File: config.mk
export PLATFORM = sky130hd
export DESIGN_NAME = serial_tx_arbiter_flat
export DESIGN_NICKNAME = d
export VERILOG_FILES = /design/src/rtl/serial_tx_arbiter_if.sv /design/src/rtl/serial_tx_arbiter.sv /design/src/flat_wrapper.sv
export SDC_FILE = /design/constraint.sdc
export NUM_CORES = 1
export LEC_CHECK = 0
export CORE_MARGIN = 5
export CORE_UTILIZATION = 52
export DETAILED_ROUTE_END_ITERATION = 12
export GPL_TIMING_DRIVEN = 0
export PLACE_DENSITY = 0.84
export SYNTH_ARGS = -nofsm -noshare
export SYNTH_HDL_FRONTEND = slang
export SYNTH_SLANG_ARGS = --single-unit
File: constraint.sdc
create_clock -name mclk -period 3.2 [get_ports mclk]
set_input_delay 0.64 -clock mclk [delete_from_list [all_inputs] [get_ports mclk]]
set_output_delay 0.64 -clock mclk [all_outputs]
set_load 0.02 [all_outputs]
File: src/rtl/serial_tx_arbiter_if.sv
// serial_tx_arbiter_if
//   Bundles the two packet-source handshakes, the UART byte port and the
//   status outputs of serial_tx_arbiter.
//   master : packet producers + UART side (drives valid/data/last, tx_ready)
//   slave  : the arbiter (drives acks, tx_data/tx_strobe, busy, owner)
interface serial_tx_arbiter_if;
   logic       s0_valid;
   logic [7:0] s0_data;
   logic       s0_last;
   logic       s0_ack;
   logic       s1_valid;
   logic [7:0] s1_data;
   logic       s1_last;
   logic       s1_ack;
   logic       tx_ready;
   logic [7:0] tx_data;
   logic       tx_strobe;
   logic       busy;
   logic       owner;

   modport master (
      output s0_valid, s0_data, s0_last, s1_valid, s1_data, s1_last, tx_ready,
      input  s0_ack, s1_ack, tx_data, tx_strobe, busy, owner
   );

   modport slave (
      input  s0_valid, s0_data, s0_last, s1_valid, s1_data, s1_last, tx_ready,
      output s0_ack, s1_ack, tx_data, tx_strobe, busy, owner
   );
endinterface

File: src/rtl/serial_tx_arbiter.sv
// serial_tx_arbiter
//   Shares one 8-N-1 byte transmitter between two packet sources and frames
//   each packet as FLAG, escaped payload, FLAG (FLAG/ESC payload bytes go out
//   as ESC, byte^XORV). Ties are broken round-robin.
// Ports:
//   mclk  : master clock
//   reset : asynchronous, active-low reset
//   bus   : serial_tx_arbiter_if.slave (source handshakes, UART port, status)
module serial_tx_arbiter #(
   parameter logic [7:0] FLAG = 8'h7E,
   parameter logic [7:0] ESC  = 8'h7D,
   parameter logic [7:0] XORV = 8'h20
) (
   input  logic           mclk,
   input  logic           reset,
   serial_tx_arbiter_if.slave bus
);

   typedef enum logic [2:0] {IDLE, SOF, DATA, ESC2, EOF} state_t;

   state_t     state;
   logic       owner_q;
   logic       last_grant;
   logic       busy_q;
   logic       strobe_q;
   logic       ack0_q;
   logic       ack1_q;
   logic [7:0] data_q;
   logic [7:0] esc_byte;
   logic       esc_last;

   logic       send;
   logic       cur_valid;
   logic       cur_last;
   logic [7:0] cur_data;
   logic       cur_special;

   // A strobe is never issued while the previous one is still on the wire:
   // the UART's ready only drops the cycle after it sees a strobe.
   assign send        = bus.tx_ready & ~strobe_q;
   assign cur_valid   = owner_q ? bus.s1_valid : bus.s0_valid;
   assign cur_last    = owner_q ? bus.s1_last  : bus.s0_last;
   assign cur_data    = owner_q ? bus.s1_data  : bus.s0_data;
   assign cur_special = (cur_data == FLAG) || (cur_data == ESC);

   always_ff @(posedge mclk or negedge reset) begin
      if (!reset) begin
         state      <= IDLE;
         owner_q    <= 1'b0;
         last_grant <= 1'b1;
         busy_q     <= 1'b0;
         strobe_q   <= 1'b0;
         ack0_q     <= 1'b0;
         ack1_q     <= 1'b0;
         data_q     <= 8'h00;
         esc_byte   <= 8'h00;
         esc_last   <= 1'b0;
      end else begin
         strobe_q <= 1'b0;
         ack0_q   <= 1'b0;
         ack1_q   <= 1'b0;
         case (state)
            IDLE: begin
               // busy stays up through the closing-FLAG strobe cycle and
               // drops one cycle later unless a new packet is granted here.
               busy_q <= 1'b0;
               if (bus.s0_valid | bus.s1_valid) begin
                  owner_q <= (bus.s0_valid & bus.s1_valid) ? ~last_grant : bus.s1_valid;
                  busy_q  <= 1'b1;
                  state   <= SOF;
               end
            end
            SOF: begin
               if (send) begin
                  strobe_q <= 1'b1;
                  data_q   <= FLAG;
                  state    <= DATA;
               end
            end
            DATA: begin
               if (send && cur_valid) begin
                  strobe_q <= 1'b1;
                  if (cur_special) begin
                     // ack is deferred to the second half of the escape pair
                     data_q   <= ESC;
                     esc_byte <= cur_data;
                     esc_last <= cur_last;
                     state    <= ESC2;
                  end else begin
                     data_q <= cur_data;
                     ack0_q <= ~owner_q;
                     ack1_q <= owner_q;
                     state  <= cur_last ? EOF : DATA;
                  end
               end
            end
            ESC2: begin
               if (send) begin
                  strobe_q <= 1'b1;
                  data_q   <= esc_byte ^ XORV;
                  ack0_q   <= ~owner_q;
                  ack1_q   <= owner_q;
                  state    <= esc_last ? EOF : DATA;
               end
            end
            EOF: begin
               if (send) begin
                  strobe_q   <= 1'b1;
                  data_q     <= FLAG;
                  last_grant <= owner_q;
                  state      <= IDLE;
               end
            end
            default: state <= IDLE;
         endcase
      end
   end

   assign bus.tx_strobe = strobe_q;
   assign bus.tx_data   = data_q;
   assign bus.s0_ack    = ack0_q;
   assign bus.s1_ack    = ack1_q;
   assign bus.busy      = busy_q;
   assign bus.owner     = owner_q;

endmodule

File: src/flat_wrapper.sv
// flat-port wrapper written by rule: the top's interface ports become plain ports
module serial_tx_arbiter_flat 
#(
   parameter logic [7:0] FLAG = 8'h7E,
   parameter logic [7:0] ESC  = 8'h7D,
   parameter logic [7:0] XORV = 8'h20
)
  (mclk, reset, bus_s0_valid, bus_s0_data, bus_s0_last, bus_s1_valid, bus_s1_data, bus_s1_last, bus_tx_ready, bus_s0_ack, bus_s1_ack, bus_tx_data, bus_tx_strobe, bus_busy, bus_owner);
  serial_tx_arbiter_if bus_i ();
  input  logic mclk;
  input  logic reset;
  input wire logic [$bits(bus_i.s0_valid)-1:0] bus_s0_valid;
  input wire logic [$bits(bus_i.s0_data)-1:0] bus_s0_data;
  input wire logic [$bits(bus_i.s0_last)-1:0] bus_s0_last;
  input wire logic [$bits(bus_i.s1_valid)-1:0] bus_s1_valid;
  input wire logic [$bits(bus_i.s1_data)-1:0] bus_s1_data;
  input wire logic [$bits(bus_i.s1_last)-1:0] bus_s1_last;
  input wire logic [$bits(bus_i.tx_ready)-1:0] bus_tx_ready;
  output wire logic [$bits(bus_i.s0_ack)-1:0] bus_s0_ack;
  output wire logic [$bits(bus_i.s1_ack)-1:0] bus_s1_ack;
  output wire logic [$bits(bus_i.tx_data)-1:0] bus_tx_data;
  output wire logic [$bits(bus_i.tx_strobe)-1:0] bus_tx_strobe;
  output wire logic [$bits(bus_i.busy)-1:0] bus_busy;
  output wire logic [$bits(bus_i.owner)-1:0] bus_owner;
  assign bus_i.s0_valid = bus_s0_valid;
  assign bus_i.s0_data = bus_s0_data;
  assign bus_i.s0_last = bus_s0_last;
  assign bus_i.s1_valid = bus_s1_valid;
  assign bus_i.s1_data = bus_s1_data;
  assign bus_i.s1_last = bus_s1_last;
  assign bus_i.tx_ready = bus_tx_ready;
  assign bus_s0_ack = bus_i.s0_ack;
  assign bus_s1_ack = bus_i.s1_ack;
  assign bus_tx_data = bus_i.tx_data;
  assign bus_tx_strobe = bus_i.tx_strobe;
  assign bus_busy = bus_i.busy;
  assign bus_owner = bus_i.owner;
  serial_tx_arbiter #(.FLAG(FLAG), .ESC(ESC), .XORV(XORV)) u_core (.mclk(mclk), .reset(reset), .bus(bus_i));
endmodule
* Word-level counts from Yosys, hierarchy flattened *
Cells that the tools add are included.

storage, ports and cells
  register bits = 26
  bits of input ports = 23
  output and inout port bits = 13
  word-level logic and storage cells = 70

cells by class
  eq/ne operators = 12
  muxes and demuxes = 30
  bitwise gates (word level) = 7
  reductions and logical operators = 11

operators with widths
  kind                  count
  $mux W8               5
  $mux W3               8
  $pmux W8 S3           1
  $eq A8 B7 Y1 const B  2
  $pmux W3 S5           1
  $mux W1               12
  $ne A2 B1 Y1 const B  6
  $eq A3 B2 Y1 const B  2
  $pmux W1 S2           3
  $reduce_and A5 Y1     1
  $not A1 Y1            4
  $reduce_and A2 Y1     2
  $reduce_and A4 Y1     1
  $eq A3 B1 Y1 const B  1
  $eq A3 B3 Y1 const B  1
  $logic_not A3 Y1      1
  $reduce_and A3 Y1     1
  $reduce_bool A3 Y1    1
  $reduce_or A3 Y1      1
  $and A1 B1 Y1         2
  $reduce_or A2 Y1      1
  $logic_and A1 B1 Y1   1
  $logic_or A1 B1 Y1    1
  $or A1 B1 Y1          1

* Depth between registers and ports, before layout *
Gate-level depths: netlist of run 1.

  word-level depth = 6
  mapped depth = 7
  depth with buffers taken out = 5

* Least setup slack after synthesis of run 1 *
Ideal clock, no wire load.

  kind = input -> register
  from = input bus_tx_ready
  to = register u_core.esc_byte[0]
  setup time = 125 ps
  arrival time = 1803 ps
  data required time = 3075 ps
  path slack = 1272 ps
  cell stages on the path = 6
  buffers on the path = 1
  cells stage by stage = nand2b_2 -> or3_4 -> nor2_4 -> and2_1 -> buf_6 -> mux2_4

between the ends
  longest elaborated chain between the ends = 3

RTL lines
  what                                RTL line                 source
  start: declaration                  flat_wrapper.sv:18       input wire logic [$bits(bus_i.tx_ready)-1:0] bus_tx_ready;
  $and A1 B1 Y1                       serial_tx_arbiter.sv:40  assign send = bus.tx_ready & ~strobe_q;
  $logic_and A1 B1 Y1                 serial_tx_arbiter.sv:81  if (send && cur_valid) begin
  $reduce_and A3 Y1 (no source line)  n/a
  end signal: assignment              serial_tx_arbiter.sv:86  esc_byte <= cur_data;
  end: declaration                    serial_tx_arbiter.sv:29  logic [7:0] esc_byte;

No other way between the ends.
A chain may end at the register's enable or synchronous reset.

* Final worst setup path of run 1 *
  from = input bus_s0_data[0]
  to = register u_core.esc_byte[0]

between the ends
  longest elaborated chain between the ends = 4
  elaborated cells on any way between the ends = 5
  those cells by class = 2 x eq/ne; 1 x mux; 2 x reduce/logical

RTL lines
  what                                RTL line                 source
  start: declaration                  flat_wrapper.sv:13       input wire logic [$bits(bus_i.s0_data)-1:0] bus_s0_data;
  $mux W8 (*)                         serial_tx_arbiter.sv:43  assign cur_data = owner_q ? bus.s1_data : bus.s0_data;
  $eq A8 B7 Y1                        serial_tx_arbiter.sv:44  assign cur_special = (cur_data == FLAG) || (cur_data == ESC);
  $logic_or A1 B1 Y1                  serial_tx_arbiter.sv:44
  $reduce_and A3 Y1 (no source line)  n/a

Mark *: on every way between the ends. The rest lies on a longest branch, timed or not.

==> results, run 1 <==
- After technology mapping, the gate count stands at 133.
- Walking the worst path, the cells encountered are clkdlybuf4s50_1 -> xor2_1 -> nand4b_1 -> a22oi_2 -> and2_1 -> buf_6 -> mux2_4.
- The worst hold-check slack is 0.479 ns.
- The run finished with clean final reports.
- Routability-driven placement finished with a final weighted congestion of 0.881.
- For this design the top-level I/O count stands at 36.
- The total of cells resized after clock tree synthesis is 0.
- The floorplan step defined a die boundary enclosing 3820 sq um.
- The largest stage delay on the critical path is 0.50 ns.
- The placement-stage cell area is 1780 sq um.
- The core region is 2520 sq um.
- The share of total power in the clock network is 0.109.
- In the final design database the tool counted ~200 nets.
- The most used flip-flop cell after synthesis is dfrtp_1.
- Clock tree synthesis found a total of 26 sinks.
- The wire length of the first global-routing pass is 5460 um.
- The sum of routed wire length over all layers is 3460 um.
- The slowest stage of the critical path is the clkdlybuf4s50_1 cell.
- The slew at the pin closest to its max-slew limit is 1.16 ns.
- The number of antenna violations at the first check in global routing is 0.
- The analysis attributes to cell leakage a power of approximately 0.74 nW.
- The count of inserted antenna diode cells is 0.
- After detailed routing, the number of vias per cell comes to 5.79.
- The critical path is of the in2reg type.
- The total count of max-transition violations in the final report came to 0.
- The number of nets in the synthesized netlist is 156.
- On the final layout, the worst clock skew is 0.00744 ns.
- The average wire length per cell after detail routing is 17.1 um.
- For the finished layout, the period the worst path requires is around 2.3 ns.
- Data on the critical path arrives at its endpoint at 2.51 ns.
- The setup check on the worst reg-to-reg path leaves a slack of 1.26 ns.
- VDD sags by at most 0.581 mV.
- The via count of the first global-routing pass is 1186.
- The number of clock buffers added by TritonCTS is 3.
- The fraction of final layout cells with drive strength greater than 1 is 0.134.
- For this run, the detailed router's first-pass iteration total came to 4.
- The maximum root-to-sink buffer count is 2.
- The switching power share of the total is 0.421.
- Max-cap violations in this run came to 0.
- The number of flops mapped to enable cells by yosys is 0.
- The mean post-synth cell area is 10.5 sq um.
- In the routed design, unresolved DRC markers number 0.
- The sequential cell area fraction in the yosys report is 0.467.
- The part of the power in registers is 0.329.
- The worst-case reg-to-reg path depth is 6.
- In this run the tightest slew margin relative to its limit is 0.226.
- The final-layout setup total negative slack is 0 ns.
- The hold buffer count at CTS is 0.
- The total of buffers placed on input and output ports is 35.
- The flip-flop and latch count after synthesis is 26.
- Of all nets on the critical path, the largest fanout is 9.
- The worst hold path belongs to the class reg2reg.
- The switching power summed over all nets is approximately 650 uW.
- The vertical extent of the die is 61.8 um.
- The total number of vias is 1169.
- The portion of the clock cycle consumed by the worst path in the final layout is 0.714.
- The sort of element at the end of the critical path is a register.
- The die extent in x is 61.8 um.
- The wire-length estimate of the detail-placed layout is 2600 um.
- After filler insertion, the fill cell instance count of the layout stands at 199.
- The initial detailed-routing violation count is 48.
- The hold violation count in the final report is 0.
- The number of rows created at floorplan is 18.
- The commonest non-fill, non-tap cell in the layout is clkdlybuf4s50_1.
- After synthesis the cells add up to 1400 sq um.
- The total routing usage reported by global routing is 0.196.
- The internal portion of the total power is 892 uW.
- The async set or reset register ratio after synthesis is 1.00.
- Clock latency on the worst-skew pair, taken at its later pin, is 0.33 ns.
- The clock-pin slew on the worst setup and hold paths is 0.13 ns.
- The initial standard-cell utilization of the core is 0.553.
- For this run, the number of Yosys warnings is 0.
- Summing all non-filler instances in the final layout gives an area of 1820 sq um.
- The achievable frequency is 438 MHz.
- Counting instances, the worst hold path has a depth of 1.
- The largest net degree at the start of global routing is 27.
- The remaining global-route overflow is 0.
- TritonCTS built the clock tree.
- The H-tree level count is 1.
- The ratio of total power to cell area is roughly 850 nW/um^2.
- Synthesis instantiated 41 different standard cells from the library.
- The startpoint kind of the worst setup timing path is an input port.
- The worst endpoint required time is roughly 3.4 ns.
- The antenna violation net count after detailed routing is 0.
- Compared with the post-synthesis result, the final layout area differs by 30.4%.
- Buffers added to address setup during post-CTS repair amount to 0.
- In the layout the commonest cells are 35 x clkdlybuf4s50_1, 25 x dfrtp_1, 11 x nor2_1.
- Of the total power, combinational logic draws 0.562.
- The cell sitting at the root of the clock tree is a clkbuf_4.
- Setup violations remaining at the end of the flow were counted as 0.
- Setup repair after global routing left no endpoint under its margin.
## critical path: cells and delay by family
family | cells | cell delay, ns
and+or+nand+nor | 2 | 0.36
AOI/OAI and AO/OA | 1 | 0.40
muxes | 1 | 0.29
xor gates and xnor gates | 1 | 0.18
buffers and inverters | 2 | 0.63
## state kept, by name (all words and copies together), names as in the netlist
name and flops:
u_core.bus.s1_ack 1, u_core.esc_byte 8, u_core.esc_last 1, u_core.last_grant 1, u_core.bus.tx_data 8, u_core.bus.s0_ack 1
u_core.bus.owner 1, u_core.state 3, u_core.bus.busy 1, u_core.bus.tx_strobe 1
## metal layers
layer  GRT usage  up-vias  wire (um)
met2       0.339       41       1660
met3      0.0227        5        216
met4      0.0758        0         52
met5           0        -          0
met1       0.250      554       1530
li1            -      569          -
## power groups by stage
| stage | Clock [mW] | Sequential, mW | Combinational (mW) |
|---|---|---|---|
| after floorplan | 0 | 0.586 | 0.484 |
| after global placement | 0 | 0.505 | 0.842 |
| after detailed placement | 0 | 0.511 | 0.856 |
| after CTS | 0.170 | 0.507 | 0.861 |
| after global routing | 0.183 | 0.521 | 0.935 |
| final | 0.167 | 0.507 | 0.866 |
## cell type report
class | instances | area, sq um | area share
tap | 30 | 37.5 | 0.0206
sequential | 26 | 652 | 0.358
multi-input combinational | 100 | 693 | 0.381
clock buffer | 4 | 36.3 | 0.0199
timing repair buffer | 35 | 350 | 0.193
buffer | 7 | 50.0 | 0.0275
## worst paths after layout
| check | startpoint | end |
|---|---|---|
| hold / removal | u_core.esc_byte[6] | u_core.esc_byte[6] |
| max in group asynchronous | reset | u_core.bus.tx_data[7] |
| setup / recovery | bus_s0_data[0] | u_core.esc_byte[0] |
| hold reg to reg | u_core.esc_byte[6] | u_core.esc_byte[6] |
| min in group asynchronous | reset | u_core.bus.busy |
| setup reg to reg | u_core.bus.tx_strobe | u_core.esc_byte[0] |
## cells by family (layout without fill, tap and decap cells)
family / after synthesis / in the layout / synth area share
buf+inv: 7 / 46 / 0.0359
simple gates: 53 / 53 / 0.224
mux: 10 / 10 / 0.0807
flops: 26 / 26 / 0.467
compound gates: 35 / 35 / 0.179
xor+xnor: 2 / 2 / 0.0126
## per-stage QoR
stage	util	instances	setup slack (ns)	power [mW]
3_3_place_gp	0.707	198	0.617	1.35
4_1_cts	0.721	202	0.933	1.54
3_5_place_dp	0.707	198	0.584	1.37
2_1_floorplan	-	133	1.27	1.07
5_1_grt	0.721	202	0.835	1.64
6_report	0.721	202	0.914	1.54
## Yosys cell counts, types with 2 or more instances
master / n / area (sq um)
a21oi_1: 6 / 30.0
a31oi_1: 6 / 37.5
a32oi_1: 2 / 17.5
and2_1: 2 / 12.5
buf_6: 3 / 33.8
clkbuf_1: 3 / 11.3
dfrtp_1: 25 / 626
mux2_2: 6 / 67.6
mux2i_1: 3 / 30.0
nand2_1: 7 / 26.3
nand3_1: 3 / 15.0
nand3b_1: 5 / 37.5
nand4b_1: 3 / 26.3
nor2_1: 11 / 41.3
nor2b_1: 6 / 37.5
nor3b_1: 3 / 22.5
o21ai_0: 7 / 35.0
o21bai_1: 2 / 15.0
o311ai_0: 2 / 17.5
o31ai_1: 3 / 22.5
or2_1: 4 / 25.0
xor2_1: 2 / 17.5
Note: power is estimated with default switching activity, not from simulation.
==> run 2: changes to the inputs <==
--- a/config.mk
+++ b/config.mk
@@ -6,10 +6,10 @@
 export NUM_CORES = 1
 export LEC_CHECK = 0
 export CORE_MARGIN = 5
-export CORE_UTILIZATION = 52
+export CORE_UTILIZATION = 43
 export DETAILED_ROUTE_END_ITERATION = 12
 export GPL_TIMING_DRIVEN = 0
-export PLACE_DENSITY = 0.84
+export PLACE_DENSITY = 0.75
 export SYNTH_ARGS = -nofsm -noshare
 export SYNTH_HDL_FRONTEND = slang
 export SYNTH_SLANG_ARGS = --single-unit
==> constraint.sdc (replaced) <==
create_clock -name mclk -period 2 [get_ports mclk]
set_input_delay 0.4 -clock mclk [delete_from_list [all_inputs] [get_ports mclk]]
set_output_delay 0.4 -clock mclk [all_outputs]
set_load 0.02 [all_outputs]
==> results, run 2 (synthesis gave the netlist of run 1 again) <==
- The run finished with clean final reports.
- The remaining global-route overflow was 0 (unchanged).
- Walking the worst path, the cells encountered are clkdlybuf4s50_1 -> xor2_1 -> nand4_1 -> a22oi_2 -> and2_1 -> buf_6 -> mux2_4.
- The library cell used most frequently in the layout, excluding fill and tap cells, is clkdlybuf4s50_1.
- The number of top-level design ports is 36 (unchanged).
- The worst-case clock skew came to 0.00332 ns (-0.00412 ns).
- The slowest library cell on the worst path is clkdlybuf4s50_1.
- The TritonCTS buffer count is 3 (unchanged).
- STA classifies the critical path endpoint as a register.
- The H-tree level count came to 1 (unchanged).
- The total count of max-transition violations in the final report was 0 (unchanged).
- The layout filler cell count was 259 (+30%).
- The hold violation count in the final report is 0 (unchanged).
- The worst endpoint required time is 2.22 ns (-1.20 ns).
- The count of final setup violators was 0 (unchanged).
- TritonCTS built the clock tree.
- The critical path is of the in2reg type.
- The via count of the first global-routing pass is 1221 (+3.0%).
- The fraction of final layout cells with drive strength greater than 1 is 0.159 (+0.0254).
- The worst hold-check path type is reg2reg.
- The endpoint identified for the worst register-to-register timing path is u_core.esc_byte[0].
- The count of buffer and inverter cells on the critical path is 2 (unchanged).
- The antenna violation net count after detailed routing was 0 (unchanged).
- The wire length of the first global-routing pass is 5840 um (+6.8%).
- The number of vias per cell came to 5.42 (-6.3%).
- Tracing the worst setup path back leads to its startpoint at bus_s1_data[1].
- The relative slew slack is 0.242 (+0.0164).
- The average wire length per cell after detail routing came to 16.3 um (-5.0%).
- The instance count on the critical path was 7 (unchanged).
- The max-capacitance violation count is 0 (unchanged).
- The startpoint kind of the worst setup timing path is an input port.
- The library cells used most frequently in the layout, excluding fill and tap cells, are 34 x clkdlybuf4s50_1, 25 x dfrtp_1, 11 x nor2_1.
- The number of antenna violations at the first check in global routing is 0 (unchanged).
- The total number of vias was 1193 (+2.1%).
- The remaining design rule violation count is 0 (unchanged).
- The cell family contributing the most delay on the critical path is buffers and inverters.
- The worst-case reg-to-reg path depth is 7 (+1).
- The count of inserted antenna diode cells came to 0 (unchanged).
- The placement-stage cell area is 1800 sq um (+0.98%).
- The total clock sinks is 26 (unchanged).
- The number of rows created at floorplan is 20 (+2).
- The area overhead of the layout relative to synthesis is 35.7%.
- The worst path in the final design needs a cycle of 1.99 ns, including I/O delays and setup.
- The die area was 4480 sq um (+17%).
- The most critical setup path has its endpoint at u_core.esc_byte[0].
- The setup slack of the worst register-to-register path is 0.09 ns (-1.17 ns).
- The total routing usage reported by global routing is 0.172 (-0.0243).
- The number of cells on the worst hold path was 1 (unchanged).
- The maximum root-to-sink buffer count came to 2 (unchanged).
- The arrival time of the worst setup path is 2.21 ns (-0.30 ns).
- The portion of the clock cycle consumed by the worst path in the final layout is 0.995.
- The hold buffer count at CTS is 0 (unchanged).
- The slew at the pin closest to its max-slew limit came to 1.13 ns (-0.0245 ns).
- The latest clock arrival within the worst-skew pair is 0.32 ns (about the same).
- The post-placement cell count is 212 (+7.1%).
- For this run, the top clock speed supported by timing is 503 MHz.
- The worst setup slack after placement is -0.357 ns (-0.941 ns).
- The vertical extent of the die is 67.0 um (+8.4%).
- The setup slack of the critical path after layout is 0.0108 ns (-0.903 ns).
- The utilization of the core after routing is 0.615 (-0.106).
- The placed wire-length estimate is 2730 um (+5.1%).
- The total of buffers placed on input and output ports was 35 (unchanged).
- The power consumption is 2.58 mW (+67%).
- The highest ir drop seen on vdd is 0.441 mV (-24%).
- The die extent in x is 67.0 um (+8.4%).
- The final net count came to 200 (+2.0%).
- The initial standard-cell utilization of the core is 0.453 (-0.0998).
- The largest stage delay on the critical path came to 0.53 ns (+0.03 ns).
- The largest net degree at the start of global routing was 27 (unchanged).
- The final non-filler cell area is 1890 sq um (+4.1%).
- The total iterations of the first detailed-routing run is 4 (unchanged).
- The global placer's final weighted congestion is 0.852 (-3.3%).
- The number of standard cells in the layout, taps in and fillers out is 220 (+8.9%).
- The worst register-to-register path begins at u_core.bus.owner.
- The initial detailed-routing violation count came to 64 (+33%).
- The leakage power is 0.778 nW (+5.7%).
- The sum of routed wire length over all layers is 3580 um (+3.5%).
- The clock-pin slew on the worst setup and hold paths came to 0.14 ns (about the same).
- The ratio of total power to cell area is 1360 nW/um^2 (+61%).
- The highest net fanout along the worst path is 9 (unchanged).
- The tree is rooted in a clkbuf_4.
- The standard cell core area is 3080 sq um (+22%).
[run 2: cell count changes in the layout (fill, tap and decap cells not counted), sizes merged]
| cell | before | now |
|---|---|---|
| clkbuf | 7 | 6 |
| bufinv | 0 | 1 |
| clkdlybuf4s50 | 35 | 34 |
| buf | 4 | 8 |
| dlymetal6s2s | 0 | 1 |
[run 2: how the worst min path moves through the flow]
stage                                  start                 end  slack, ns
after floorplan                        reset     u_core.bus.busy       0.10
after global placement    u_core.esc_byte[4]  u_core.esc_byte[4]       0.44
after detailed placement  u_core.esc_byte[6]  u_core.esc_byte[6]       0.44
after CTS                 u_core.esc_byte[6]  u_core.esc_byte[6]       0.48
after global routing      u_core.esc_byte[3]  u_core.esc_byte[3]       0.51
final                     u_core.esc_byte[6]  u_core.esc_byte[6]       0.47
[run 2: per-stage QoR]
stage	TNS [ns]	hold slack, ns
after global routing	-0.00879	0.512
after detailed placement	-3.00	0.442
after floorplan	0	0.104
after global placement	-2.70	0.443
after CTS	0	0.477
final	0	0.470
[run 2: power by group]
part	leakage [nW]	internal (mW)	switching, mW
clock network	0.0279	0.203	0.155
registers	0.322	0.698	0.121
logic	0.428	0.627	0.776
total	0.778	1.53	1.05
[run 2: cell type report]
cell class                 count  area [sq um]  area share
multi-input combinational    100           701       0.370
timing repair buffer          39           383       0.202
clock buffer                   3          22.5      0.0119
clock inverter                 1          30.0      0.0159
buffer                         7          50.0      0.0264
tap                           44          55.1      0.0291
sequential                    26           652       0.344
[run 2: worst reg2reg max path: cells and delay by family (launching register included)]
kind | cells | cell delay [ns]
buf+inv | 2 | 0.28
flops | 1 | 0.42
mux | 2 | 0.44
simple gates | 3 | 0.67
[run 2: what timing repair did]
action,4_1_cts,5_1_grt
pin swaps,1,2
setup endpoints to repair,1,1
setup buffers,0,4
gates resized for setup,0,3
[run 2: layer usage]
| layer | vias up | wire length (um) | global-route usage |
|---|---|---|---|
| li1 | 574 | - | - |
| met5 | - | 0 | 0 |
| met3 | 8 | 134 | 0.0236 |
| met1 | 581 | 1540 | 0.220 |
| met2 | 30 | 1830 | 0.295 |
| met4 | 0 | 78 | 0.0582 |
==> run 3: changes to the inputs <==
--- a/config.mk
+++ b/config.mk
@@ -5,6 +5,7 @@
 export SDC_FILE = /design/constraint.sdc
 export NUM_CORES = 1
 export LEC_CHECK = 0
+export ABC_CLOCK_PERIOD_IN_PS = 2000
 export CORE_MARGIN = 5
 export CORE_UTILIZATION = 43
 export DETAILED_ROUTE_END_ITERATION = 12
==> results of run 3 <==
The final DEF is identical to that of run 2; final timing and power are the same.
